==> config.mk <==
export PLATFORM = sky130hd
export DESIGN_NAME = multicycle_controller
export DESIGN_NICKNAME = d
export VERILOG_FILES = /design/src/rtl/multicycle_controller.sv
export SDC_FILE = /design/constraint.sdc
export NUM_CORES = 1
export LEC_CHECK = 0
export ABC_AREA = 1
export CAP_MARGIN = 0
export CORE_ASPECT_RATIO = 0.7
export CORE_MARGIN = 2
export CORE_UTILIZATION = 29
export CTS_CLUSTER_SIZE = 30
export DETAILED_ROUTE_END_ITERATION = 7
export PLACE_DENSITY = 0.91
export SLEW_MARGIN = 10
export SYNTH_ARGS = -nofsm -noshare
export SYNTH_HDL_FRONTEND = slang
export SYNTH_SLANG_ARGS = --single-unit
==> constraint.sdc <==
create_clock -name clk -period 2.63 [get_ports clk]
set_input_delay 0.3945 -clock clk [delete_from_list [all_inputs] [get_ports clk]]
set_output_delay 0.3945 -clock clk [all_outputs]
set_load 0.03 [all_outputs]
==> src/rtl/multicycle_controller.sv <==
// Multicycle ARM-subset control unit: Moore FSM sequencing FETCH/DECODE and
// the per-class execute states, plus the condition-flag register used by
// conditional execution.
// Optional feature macro: MULTICYCLE_CONTROLLER_BL_EN (branch-with-link
// writes PC+4 to R14 during BRANCH). Undefined: BL behaves as plain B.
module multicycle_controller (
    input  logic        clk,
    input  logic        reset,
    input  logic [31:0] Instr,
    input  logic        Z,
    output logic        RegWrite,
    output logic        MemWrite,
    output logic        PCWrite,
    output logic        IRWrite,
    output logic        WDSrc,
    output logic        ALUSrcA,
    output logic        shifterSrc,
    output logic        AdrSrc,
    output logic        shSrc,
    output logic [3:0]  ALUControl,
    output logic [2:0]  RegSrc,
    output logic [1:0]  ImmSrc,
    output logic [1:0]  ALUSrcB,
    output logic [1:0]  shamtSrc,
    output logic [1:0]  ResultSrc,
    output logic [3:0]  state
);

    typedef enum logic [3:0] {
        FETCH    = 4'd0,
        DECODE   = 4'd1,
        MEMADR   = 4'd2,
        MEMREAD  = 4'd3,
        MEMWB    = 4'd4,
        MEMWRITE = 4'd5,
        EXECR    = 4'd6,
        EXECI    = 4'd7,
        ALUWB    = 4'd8,
        BRANCH   = 4'd9
    } stateT;

    localparam logic [3:0] CMD_CMP = 4'b1010;
    localparam logic [3:0] ALU_ADD = 4'b0100;
    localparam logic [3:0] ALU_SUB = 4'b0010;

    stateT curState, nextState;
    logic  zFlag;
    logic  condOk;

    // Instruction fields (L and S share bit 20; meaning depends on op)
    logic [1:0] op;
    logic       iBit, sBit, uBit, link;
    logic [3:0] cmd, cond, rd;
    assign op   = Instr[27:26];
    assign iBit = Instr[25];
    assign cmd  = Instr[24:21];
    assign sBit = Instr[20];
    assign uBit = Instr[23];
    assign link = Instr[24];
    assign cond = Instr[31:28];
    assign rd   = Instr[15:12];

    // Register-number and offset fields are datapath-only
    logic unusedBits;
    assign unusedBits = ^{Instr[19:16], Instr[11:0]};

    // Raw write enables before the reset gate
    logic regWriteD, memWriteD, pcWriteD, irWriteD;

    // Condition evaluation against the stored flag
    always_comb begin
        case (cond)
            4'b0000: condOk = zFlag;
            4'b0001: condOk = ~zFlag;
            4'b1110: condOk = 1'b1;
            default: condOk = 1'b0;
        endcase
    end

    // Next-state selection
    always_comb begin
        nextState = FETCH;
        case (curState)
            FETCH:  nextState = DECODE;
            DECODE: begin
                if (!condOk)           nextState = FETCH;
                else if (op == 2'b00)  nextState = iBit ? EXECI : EXECR;
                else if (op == 2'b01)  nextState = MEMADR;
                else if (op == 2'b10)  nextState = BRANCH;
                else                   nextState = FETCH;
            end
            MEMADR:  nextState = sBit ? MEMREAD : MEMWRITE;
            MEMREAD: nextState = MEMWB;
            EXECR, EXECI: nextState = (cmd == CMD_CMP) ? FETCH : ALUWB;
            default: nextState = FETCH;
        endcase
    end

    // State register and zero flag; reset abandons any in-flight instruction
    always_ff @(posedge clk or negedge reset) begin
        if (!reset) begin
            curState <= FETCH;
            zFlag    <= 1'b0;
        end else begin
            curState <= nextState;
            if ((curState == EXECR || curState == EXECI) && (sBit || cmd == CMD_CMP))
                zFlag <= Z;
        end
    end

    // Moore output decode. Kept combinational from the state register
    // because several controls follow the live IR, and the FETCH enables
    // must be active in the very first cycle after reset release.
    always_comb begin
        regWriteD  = 1'b0;
        memWriteD  = 1'b0;
        pcWriteD   = 1'b0;
        irWriteD   = 1'b0;
        WDSrc      = 1'b0;
        ALUSrcA    = 1'b0;
        shifterSrc = 1'b0;
        AdrSrc     = 1'b0;
        shSrc      = 1'b0;
        ALUControl = 4'b0000;
        RegSrc     = 3'b000;
        ImmSrc     = 2'b00;
        ALUSrcB    = 2'b00;
        shamtSrc   = 2'b00;
        ResultSrc  = 2'b00;
        case (curState)
            FETCH: begin
                irWriteD   = 1'b1;
                ALUSrcA    = 1'b1;
                ALUSrcB    = 2'b10;
                ALUControl = ALU_ADD;
                ResultSrc  = 2'b10;
                pcWriteD   = 1'b1;
            end
            DECODE: begin
                // PC+8 on Result so R15 reads see the architectural value
                ALUSrcA    = 1'b1;
                ALUSrcB    = 2'b10;
                ALUControl = ALU_ADD;
                ResultSrc  = 2'b10;
                RegSrc[1]  = (op == 2'b01) && !sBit;
                RegSrc[0]  = (op == 2'b10);
            end
            MEMADR: begin
                ALUSrcB    = 2'b01;
                ImmSrc     = 2'b01;
                ALUControl = uBit ? ALU_ADD : ALU_SUB;
            end
            MEMREAD: AdrSrc = 1'b1;
            MEMWB: begin
                ResultSrc = 2'b01;
                regWriteD = 1'b1;
            end
            MEMWRITE: begin
                AdrSrc    = 1'b1;
                memWriteD = 1'b1;
                RegSrc[1] = 1'b1;
            end
            EXECR: ALUControl = cmd;
            EXECI: begin
                shifterSrc = 1'b1;
                shamtSrc   = 2'b01;
                shSrc      = 1'b1;
                ALUControl = cmd;
            end
            ALUWB: begin
                regWriteD = 1'b1;
                pcWriteD  = (rd == 4'b1111);
            end
            BRANCH: begin
                RegSrc[0]  = 1'b1;
                ALUSrcB    = 2'b01;
                ImmSrc     = 2'b10;
                ALUControl = ALU_ADD;
                ResultSrc  = 2'b10;
                pcWriteD   = 1'b1;
`ifdef MULTICYCLE_CONTROLLER_BL_EN
                if (link) begin
                    regWriteD = 1'b1;
                    WDSrc     = 1'b1;
                    RegSrc[2] = 1'b1;
                end
`endif
            end
            default: ;
        endcase
    end

    // Write enables are held off while reset is asserted
    assign RegWrite = regWriteD & reset;
    assign MemWrite = memWriteD & reset;
    assign PCWrite  = pcWriteD  & reset;
    assign IRWrite  = irWriteD  & reset;
    assign state    = curState;

endmodule

Word level (Yosys, flattened, before mapping). Index checks and enable logic that the tools add are counted.

Flip-flop bits (word level): 5.

Equal/unequal tests: 15. Multiplexer cells: 24. Bitwise logic cells: 5. Reduce and logical (&&, ||, !) cells: 15.

Operator list (number): equality test 4 bit, second input constant (5); 2-to-1 mux 4 bit (5); case mux 4 bit (5 select lines) (1); equality test 4 x 3 -> 1 bit, second input constant (4); case mux 2 bit (2 select lines) (3); case mux 4 bit (3 select lines) (1); OR reduction 2 bit (6); equality test 4 x 1 -> 1 bit, second input constant (2); equality test 4 x 2 -> 1 bit, second input constant (2); zero test 4 bit (2); 2-to-1 mux 1 bit (8); 2-to-1 mux 3 bit (2); case mux 1 bit (2 select lines) (3); bitwise AND 1 bit (4); case mux 1 bit (3 select lines) (1); OR reduction 3 bit (1); equality test 2 x 1 -> 1 bit, second input constant (1); equality test 2 bit, second input constant (1); logical AND 1 bit (2); zero test 2 bit (1); logical OR 1 bit (2); zero test 1 bit (1); NOT 1 bit (1).

Depth between registers and ports, before layout. Gate-level depths: netlist (run 1).

Depth in word-level cells: 6. Gate-level depth with buffers: 7. Mapped depth without buffers: 7.

Worst setup path before layout (run 1). OpenSTA, ideal clock, no wires.

Path type: flip-flop to output port. Start: register curState[2] (netlist: state[2]). End: output shamtSrc[0]. Arrival: 1.643 ns. Data required time: 2.236 ns. Slack: 0.592 ns. Cell stages (with the launch flop): 6. Cells stage by stage: dfrtp_1 inv_1 nor2_2 nand2_1 nor2_1 buf_4.

Cells in the longest elaborated chain, start to end: 2.

RTL lines: start: declaration (line 46) `stateT curState, nextState;`; start signal: assignment (line 105) `curState <= nextState;`; equality test 4 x 3 -> 1 bit (line 130) `case (curState)`; 2-to-1 mux 1 bit (line 130); end: declaration (line 24) `output logic [1:0] shamtSrc,`.

Every way passes these cells.

Final worst setup path (run 1).
Start: register curState[3] (netlist: state[3]). End: output RegSrc[1].

Cells in the longest elaborated chain, start to end: 2.

RTL lines: equality test 4 x 3 -> 1 bit or equality test 4 x 1 -> 1 bit (tied branches) (line 130); case mux 1 bit (2 select lines) * (line 130); end: declaration (line 21) `output logic [2:0] RegSrc,`.

Mark *: on every way between the ends. The rest lies on a longest branch, timed or not.

==> results of run 1 <==
## worst max-delay path, cell delays in order (launching register included)
cell	delay, ns
dfrtp_1	0.41
nor2_1	0.22
nand2_2	0.12
nor2_2	0.11
nand3_1	0.09
nand2_1	0.07
clkdlybuf4s50_1	0.66
## where the power goes
group          total (mW)  internal (mW)  switching (mW)
logic               0.408          0.160           0.248
clock network      0.0903         0.0574          0.0328
registers           0.111         0.0917          0.0191
## how the worst max path moves through the flow
stage / from / end / slack, ns
after detailed placement: Instr[27] / RegSrc[0] / 0.31
final: state[3] / RegSrc[1] / 0.31
after CTS: Instr[27] / RegSrc[0] / 0.30
after global placement: Instr[27] / RegSrc[0] / 0.35
after global routing: state[3] / RegSrc[1] / 0.18
after floorplan: state[2] / shamtSrc[0] / 0.59
## placed cells by master (no fill, tap or decap)
master	n
o21bai_1	1
dfrtp_1	5
nand2_1	32
a21oi_1	2
nor2_4	1
buf_4	1
or2_2	1
clkbuf_1	1
clkbuf_4	3
o22ai_1	1
nor2_1	22
nor2_2	3
conb_1	3
nand3_1	6
o21ai_0	3
nand2_2	3
clkdlybuf4s50_1	43
inv_1	15
inv_2	3
## state kept, by name (all words and copies together), names as in the netlist
name	flops
state	4
zFlag	1
## kinds of logic after synthesis
group | count (synthesis)
other cells | 1
buf+inv | 24
flops | 5
compound gates | 7
simple gates | 68
## routing by layer
layer | up-vias | share of wire, % | track usage (%)
met5 | - | 0 | 0
met4 | 0 | 1.6 | 2.33
met3 | 2 | 9.8 | 6.62
met2 | 38 | 45 | 26.4
met1 | 315 | 44 | 17.6
li1 | 393 | - | -
## metrics by stage
step / hold slack [ns] / total power [mW] / setup WS [ns] / cells
after floorplan: 0.0989 / 0.366 / 0.592 / 107
after global placement: 0.485 / 0.512 / 0.351 / 167
after detailed placement: 0.496 / 0.521 / 0.308 / 167
after CTS: 0.477 / 0.613 / 0.302 / 171
after global routing: 0.489 / 0.653 / 0.180 / 171
final: 0.476 / 0.609 / 0.309 / 171
## final cells by class
type	count	area (um2)	share of cell area [%]
Tap cell	22	27.5	2.69
Multi-Input combinational cell	78	338	33.0
Inverter	18	67.6	6.61
Clock buffer	4	26.3	2.57
Timing Repair Buffer	44	438	42.8
Sequential cell	5	125	12.2
==> flow_metrics.tcl, run 1 <==
set metrics [dict create \
    firstDrtPassIters 4 \
    cts_buffer_depth 2 \
    rsz0062_at_grt "false" \
    period_needed_ns 2.32 \
    max_freq_mhz 431 \
    ant_nets 0 \
    clock-sinks 5 \
    setup_viol 0 \
    cts_max_level 1 \
    ys.flop_type "dfrtp_1" \
    grt_util_all_layers_pct 14.9 \
    finalNetCount 185 \
    synthDistinctLibCells 16 \
    clkLatencyLatePin_ns 0.24 \
    antenna_found_initial 0 \
    grt_pass1_wl_um 2600 \
    drv_slew 0 \
    critPathKind "reg -> out" \
    timing.final.crit_share_pct 88.2 \
    synth_warnings 0 \
    worstSetupEndpointType "output port" \
    fin_area_mm2 0.00102 \
    synth_top_area_cell "dfrtp_1" \
    arrival_ns 1.93 \
    synth_top_area_share_pct 22.0 \
    clk_pin_slew_ns 0.04 \
    r2r_slack_ns 1.48 \
    start_util_pct 30.6 \
    p_leak_nw 0.537 \
    syn2layout_area_growth_pct 80.0 \
    ir_drop_mv 0.353 \
    rr_worst_depth 6 \
    synthAdderAreaFrac_pct 0 \
    wl_per_cell_um 9.67 \
    synth_edf_count 0 \
    die_w_um 56.9 \
    fp-row-count 13 \
    hold_class "in -> async" \
    crit_fanout 5 \
    cts_tree "built" \
    synthTopCellsByArea "dfrtp_1 22%, nand2_1 21%, nor2_1 15%" \
    vias 748 \
    synth-seq-area-share_pct 22.0 \
    final_util_pct 55.1 \
    grt_max_degree 7 \
    dp_hpwl_um 1450 \
    fp.coreArea_mm2 0.00185 \
    antenna_cells 0 \
    post-cts-setup-buffers 0 \
    finalSetupTns_ns 0 \
    drive_gt1_share_pct 10.1 \
    fill_cells 196 \
    status "finished, final reports clean" \
    synth_xor_area_share_pct 0 \
    root_buffer "clkbuf_4" \
    overflow 0 \
    first_global_vias 665 \
    cp.required_ns 2.24 \
    fin_worst_skew_ns 0.000620 \
    globalplace.congestion 0.818 \
    maxCapViolations 0 \
    port_buffers 43 \
    synthesis.area_um2 568 \
    syn_avg_cell_area_um2 5.41 \
    finalHoldViolations 0 \
    reg2reg_to "zFlag" \
    synth_compound_area_share_pct 6.83 \
    synthCells 105 \
    powerDensity_mw_per_mm2 596 \
    remaining_drc_errors 0 \
    synth-simple-area-share_pct 50.7 \
    ys_ff_latch 5 \
    hold_buffers 0 \
    yosysMostFrequentCell "nand2_1" \
    dieHeight_um 41.0 \
    yosys-mux-area-fraction_pct 0 \
    critPathLaunchType "register" \
    io_pins 63 \
    cts_buffers 3 \
    drt-total-wl_um 1650 \
    via_per_inst 4.37 \
    drt_iter0_markers 18 \
    cts.repair.resized 0 \
    synthTopCellsByCount "32 x nand2_1, 22 x nor2_1, 15 x inv_1" \
    synthArstFlopShare_pct 100 \
    die_area_mm2 0.00233 \
    r2r-start "state[3]" \
    synth_top_family_by_area "simple AND/OR/NAND/NOR gates" \
    placed_area_um2 996 \
]
(Power assumes the default switching activity.)
==> inputs of run 2 (changes only) <==
Settings changed: CTS_CLUSTER_SIZE 30 to 14.
==> results of run 2 <==
Final layout, timing and power as in run 1 (identical DEF).
